===== src/rtl/hh_candidate_matvec.sv =====
// hh_candidate_matvec -- hidden-hidden candidate-gate mat-vec, y = W_hh * h_prev.
//
// Streams one weight word (READ_BURST signed weights) and the matching hidden
// word per cycle, multiply-accumulates each row in a 4-stage pipeline and emits
// one saturated DATA_WIDTH result per row, rows 0..ROWS-1 in order.
//
// Ports
//   clk, rst        clock (rising edge), synchronous active-high reset
//   start           begin one mat-vec, sampled only while idle
//   busy / done     running flag / one-cycle completion pulse
//   w_rd_en/ptr     weight RAM read, ptr = row*WORDS + word, data 1 cycle later
//   h_rd_en/addr    hidden buffer read, addr = word, data 1 cycle later
//   row_valid       strobe qualifying row_idx / row_data
//
// Build option: define MATVEC_ROUND_EN to round half-up before the fractional
// shift; otherwise the shift floors toward -inf. Latency is the same either way.

module hh_mv_lane #(
  parameter int DW = 16
) (
  input  logic [DW-1:0]   w,
  input  logic [DW-1:0]   h,
  output logic [2*DW-1:0] prod
);
  logic signed [2*DW-1:0] ws, hs;
  assign ws   = {{DW{w[DW-1]}}, w};
  assign hs   = {{DW{h[DW-1]}}, h};
  assign prod = ws * hs;  // low 2*DW bits of the extended product are exact
endmodule

module hh_candidate_matvec #(
  parameter int DATA_WIDTH = 16,
  parameter int ADDR_WIDTH = 14,
  parameter int READ_BURST = 2,
  parameter int ROWS       = 128,
  parameter int COLS       = 128,
  parameter int FRAC_BITS  = 8,
  parameter int ACC_WIDTH  = 40
) (
  input  logic                               clk,
  input  logic                               rst,
  input  logic                               start,
  output logic                               busy,
  output logic                               done,
  output logic                               w_rd_en,
  output logic [ADDR_WIDTH-2:0]              w_rd_ptr,
  input  logic [DATA_WIDTH*READ_BURST-1:0]   w_rd_data,
  output logic                               h_rd_en,
  output logic [$clog2(COLS/READ_BURST)-1:0] h_rd_addr,
  input  logic [DATA_WIDTH*READ_BURST-1:0]   h_rd_data,
  output logic                               row_valid,
  output logic [$clog2(ROWS)-1:0]            row_idx,
  output logic [DATA_WIDTH-1:0]              row_data
);
  localparam int WORDS  = COLS / READ_BURST;
  localparam int WB     = $clog2(WORDS);
  localparam int RB     = $clog2(ROWS);
  localparam int PTR_W  = ADDR_WIDTH - 1;
  localparam int PW     = 2*DATA_WIDTH + 1;
  localparam int STAGES = 3;

  localparam logic signed [ACC_WIDTH-1:0] SAT_HI = ACC_WIDTH'((1 << (DATA_WIDTH-1)) - 1);
  localparam logic signed [ACC_WIDTH-1:0] SAT_LO = -SAT_HI - ACC_WIDTH'(1);
  localparam logic [DATA_WIDTH-1:0] DW_MAX = {1'b0, {(DATA_WIDTH-1){1'b1}}};
  localparam logic [DATA_WIDTH-1:0] DW_MIN = {1'b1, {(DATA_WIDTH-1){1'b0}}};
`ifdef MATVEC_ROUND_EN
  localparam logic signed [ACC_WIDTH-1:0] RND = ACC_WIDTH'(1) << (FRAC_BITS-1);
`else
  localparam logic signed [ACC_WIDTH-1:0] RND = '0;
`endif

  if (ACC_WIDTH < 2*DATA_WIDTH + $clog2(COLS) + 1) begin : g_acc_chk
    $error("ACC_WIDTH too narrow for a full row sum");
  end

  // ---------------- FSM ----------------
  typedef enum logic [1:0] {S_IDLE, S_ISSUE, S_DRAIN, S_DONE} state_t;
  state_t state, state_nxt;

  logic [WB-1:0] word_cnt;
  logic [RB-1:0] row_cnt;
  logic          issue, last_read;
  logic [STAGES:0] vld_pipe;

  assign last_read = (row_cnt == RB'(ROWS-1)) && (word_cnt == WB'(WORDS-1));

  always_ff @(posedge clk) begin
    if (rst) state <= S_IDLE;
    else     state <= state_nxt;
  end

  // The last stage is the output strobe itself, so drain ends once the
  // stages feeding it are empty; that lands DONE right after the last row.
  always_comb begin
    state_nxt = state;
    unique case (state)
      S_IDLE:  if (start) state_nxt = S_ISSUE;
      S_ISSUE: if (last_read) state_nxt = S_DRAIN;
      S_DRAIN: if (~|vld_pipe[STAGES-1:0]) state_nxt = S_DONE;
      S_DONE:  state_nxt = S_IDLE;
      default: state_nxt = S_IDLE;
    endcase
  end

  always_comb begin
    issue     = (state == S_ISSUE);
    busy      = (state == S_ISSUE) || (state == S_DRAIN);
    done      = (state == S_DONE);
    w_rd_en   = issue;
    h_rd_en   = issue;
    w_rd_ptr  = PTR_W'({row_cnt, word_cnt});
    h_rd_addr = word_cnt;
  end

  // Counters freeze on the final read so the pointers hold until next start.
  always_ff @(posedge clk) begin
    if (rst || (state == S_IDLE && start)) begin
      word_cnt <= '0;
      row_cnt  <= '0;
    end else if (issue && !last_read) begin
      if (word_cnt == WB'(WORDS-1)) begin
        word_cnt <= '0;
        row_cnt  <= row_cnt + RB'(1);
      end else begin
        word_cnt <= word_cnt + WB'(1);
      end
    end
  end

  // ---------------- datapath ----------------
  // Stage k of the tag/valid pipes describes the read issued k+1 cycles ago.
  logic [1:0]          first_pipe;
  logic [STAGES:0]     last_pipe;
  logic [2:0][RB-1:0]  row_pipe;

  always_ff @(posedge clk) begin
    if (rst) begin
      vld_pipe   <= '0;
      first_pipe <= '0;
      last_pipe  <= '0;
      row_pipe   <= '0;
    end else begin
      vld_pipe   <= {vld_pipe[STAGES-1:0], issue};
      first_pipe <= {first_pipe[0], word_cnt == '0};
      last_pipe  <= {last_pipe[STAGES-1:0], word_cnt == WB'(WORDS-1)};
      row_pipe   <= {row_pipe[1:0], row_cnt};
    end
  end

  logic [READ_BURST-1:0][2*DATA_WIDTH-1:0] prod;
  for (genvar k = 0; k < READ_BURST; k++) begin : g_lane
    hh_mv_lane #(.DW(DATA_WIDTH)) u_lane (
      .w    (w_rd_data[k*DATA_WIDTH +: DATA_WIDTH]),
      .h    (h_rd_data[k*DATA_WIDTH +: DATA_WIDTH]),
      .prod (prod[k])
    );
  end

  logic [PW-1:0] psum, p;
  always_comb begin
    psum = '0;
    for (int k = 0; k < READ_BURST; k++)
      psum = psum + {prod[k][2*DATA_WIDTH-1], prod[k]};
  end

  logic signed [ACC_WIDTH-1:0] acc, acc_rnd, acc_sh;
  logic [DATA_WIDTH-1:0]       sat_data;

  always_comb begin
    acc_rnd = acc + RND;
    acc_sh  = acc_rnd >>> FRAC_BITS;
    if (acc_sh > SAT_HI)      sat_data = DW_MAX;
    else if (acc_sh < SAT_LO) sat_data = DW_MIN;
    else                      sat_data = acc_sh[DATA_WIDTH-1:0];
  end

  always_ff @(posedge clk) begin
    if (rst) begin
      p        <= '0;
      acc      <= '0;
      row_data <= '0;
      row_idx  <= '0;
    end else begin
      if (vld_pipe[0]) p <= psum;
      if (vld_pipe[1])
        acc <= (first_pipe[1] ? '0 : acc) + {{(ACC_WIDTH-PW){p[PW-1]}}, p};
      if (vld_pipe[2] && last_pipe[2]) begin
        row_data <= sat_data;
        row_idx  <= row_pipe[2];
      end
    end
  end

  assign row_valid = vld_pipe[STAGES] & last_pipe[STAGES];

endmodule

===== config.mk =====
export PLATFORM = sky130hd
export DESIGN_NAME = hh_candidate_matvec
export DESIGN_NICKNAME = d
export VERILOG_FILES = /design/src/rtl/hh_candidate_matvec.sv
export SDC_FILE = /design/constraint.sdc
export NUM_CORES = 2
export LEC_CHECK = 0
export ABC_AREA = 1
export ABC_CLOCK_PERIOD_IN_PS = 17020
export BUFFER_PORTS_ARGS = -buffer_cell sky130_fd_sc_hd__buf_4
export CAP_MARGIN = 20
export CORE_ASPECT_RATIO = 0.9
export CORE_MARGIN = 3
export CORE_UTILIZATION = 50
export DETAILED_ROUTE_END_ITERATION = 16
export PLACE_DENSITY = 0.64
export SYNTH_ARGS = -nofsm -noshare
export SYNTH_HDL_FRONTEND = slang
export SYNTH_HIERARCHICAL = 1
export SYNTH_SLANG_ARGS = --single-unit

===== constraint.sdc =====
create_clock -name clk -period 17.02 [get_ports clk]
set_input_delay 1.702 -clock clk [delete_from_list [all_inputs] [get_ports clk]]
set_output_delay 1.702 -clock clk [all_outputs]
set_load 0.05 [all_outputs]

==> run summary <==
critical path buffer and inverter count -> 7
I/O Pins -> 114
Setup WS pre-CTS -> 8.24 ns
Seq/Total Area, Yosys -> 8.80%
first-pass GRT wire length -> 140 mm
Final ANT Viol Nets -> 0
most frequent cells after synthesis -> inv_1 (1305), nand2_1 (1277), fa_1 (526)
share of cells above drive strength 1 -> 4.72%
GP Congestion -> 0.976
GR Util All Layers -> 25.6%
Setup CP Type -> in -> reg
outcome -> finished, final reports clean
core area -> 63200 µm²
Syn Nets -> 5567
R2R Setup Slk -> 14.08 ns
r2r startpoint -> first_pipe[1]
worst hold path depth -> 2
Synth area leader -> fa_1
Final WS setup -> 8.62 ns
Final min period -> 8.40 ns
area share of the largest cell type after synthesis -> 32.6%
number of synthesized register bits -> 142
chip height -> 247 µm
Final Setup Violations -> 0
crit share post-route -> 49.4%
GRT overflow -> 0
routed via count divided by cell count -> 4.91
CP peak stage delay -> 0.88 ns
CP max-delay cell -> fa_1
most common cell in the netlist -> inv_1
WL/cell -> 15.0 µm
worst-path maximum fanout -> 16
WL final -> 83.5 mm
Crit. End Element -> flip-flop
Gate Count Post-Synth -> 4731
Filler cells -> 6410
Post-CTS Setup Bufs -> 0
setup TNS -> 0 ns
total CTS buffers -> 17
# rows -> 87
top cells by area, synth -> fa_1 (33%), inv_1 (15%), nand2_1 (15%)
Hold Fails Final Rpt -> 0
dpl cells -> 5534
CP Launch Type -> input port
Worst Tran Pin Value -> 0.966 ns
drt pass-1 iters -> 6
critical path arrival -> 8.75 ns
nets -> 5544
cell area after layout -> 34300 µm²
DR iter-0 viols -> 1677
I/O Buffers -> 113
YS warnings -> 6
Starting Density -> 51.0%
Top cell by count, worst path -> fa_1
hold path endpoint -> row_pipe[7]
# diodes -> 0
DP HPWL -> 71.0 mm
Clk pin slew, worst setup/hold paths -> 0.08 ns
Die Wd -> 274 µm
largest net degree at the start of global routing -> 80
final std cells w/o fill -> 5566
Hold Startpoint -> row_pipe[0]
r2r endpoint -> acc[32]
fin. max-slew vios -> 0
Residual DRC -> 0
critical path depth -> 30
initial antenna violation count -> 0
routed vias -> 27338
Sink Count -> 142
root buffer cell -> clkbuf_16
Clock Latency Late Sink -> 0.44 ns
worst rel slew slack -> 35.6%
Clock Path Buffers -> 2
Post-DP Area -> 33600 µm²
synthesized cell area -> 32300 µm²
CP required -> 17.37 ns
FF-to-FF path depth -> 16
clk_skew -> 0.0202 ns
H-tree Lvls -> 4
worst hold path class -> reg -> reg
Area Growth Syn to Fin -> 6.12%
Async S/R FF share, synth -> 0%
vias in the first global route -> 27170
Die ar. -> 67700 µm²
RSZ-0062 raised after global routing -> no
Post-synth EDFFs -> 0
Resize count post-CTS -> 0
Fmax -> 119 MHz
ys flop type -> dfxtp_1
TritonCTS clock tree -> done
Crit path max-delay family -> adder cells
syn avg cell area -> 6.82 µm²
max-cap viol count -> 0
CTS hold repair buffers -> 0
post-synth cell types -> 46
-- sequential cells by signal, indices dropped and copies added (netlist names) --
signal,count
acc,40
first_pipe,2
h_rd_addr,6
last_pipe,4
p,33
row_cnt,7
row_data,16
row_idx,7
row_pipe,21
state,2
vld_pipe,4
-- area by class of cell --
| cell class | count | area [µm²] | share of cell area (%) |
|---|---|---|---|
| clock buffer | 17 | 425 | 1.24 |
| tap | 845 | 1060 | 3.09 |
| multi-input combinational | 3111 | 23900 | 69.7 |
| inverter | 1317 | 4940 | 14.4 |
| clock inverter | 15 | 221 | 0.646 |
| timing repair buffer | 119 | 906 | 2.64 |
| sequential | 142 | 2840 | 8.30 |
-- through the flow --
step	utilization, %	hold WS [ns]
2_1_floorplan	-	0.388
3_3_place_gp	53.1	0.389
3_5_place_dp	53.1	0.392
4_1_cts	54.2	0.395
5_1_grt	54.2	0.400
6_report	54.2	0.393
-- placed cells by master, fill, tap and decap left out, types with 4 or more instances in the layout --
cell / n
a21oi_2: 4
nand4_1: 35
nand3_1: 154
nor4_1: 5
inv_1: 1305
nor2_1: 356
inv_2: 10
fa_1: 526
nand2_1: 1277
nand3b_1: 7
nor3_2: 7
o21ai_0: 107
inv_6: 5
nor3_1: 37
or2_2: 8
nor2_2: 12
nand2_2: 16
dfxtp_1: 142
nand3_2: 6
a21oi_1: 186
xnor2_1: 12
ha_1: 243
o21ai_1: 6
nor2_4: 4
xor2_1: 58
clkbuf_16: 17
o21bai_1: 14
buf_4: 118
a21o_1: 10
-- layer usage --
layer  share of wire, %  GRT usage [%]  vias up
met1                 48           37.7    13037
met5                  0              0        -
li1                   -              -    13645
met4               0.82           3.06        0
met2                 46           42.3      595
met3                4.9           2.41       61
-- worst min-delay path, cell delays in order, from the launching register on --
cell     delay, ns
dfxtp_1       0.30
inv_1         0.04
nor2_1        0.03
-- how the worst max path moves through the flow --
stage,from,end,slack (ns)
after floorplan,h_rd_data[5],p[29],8.76
after global placement,w_rd_data[15],p[31],8.24
after detailed placement,w_rd_data[15],p[31],8.24
after CTS,w_rd_data[15],p[31],8.67
after global routing,w_rd_data[15],p[29],8.06
final,w_rd_data[15],p[32],8.62
-- cells by family (layout without fill, tap and decap cells) --
| logic type | Yosys count | in the layout | synth area share (%) |
|---|---|---|---|
| flops | 142 | 142 | 8.80 |
| simple gates | 1932 | 1932 | 24.3 |
| compound gates | 340 | 340 | 5.63 |
| xor+xnor | 70 | 70 | 1.90 |
| buf+inv | 1478 | 1468 | 17.3 |
| fa+ha+maj | 769 | 769 | 42.0 |
Power is left out: the tool's default activity adds up to more than one toggle a clock period on the data nets, which glitch-free logic cannot reach.
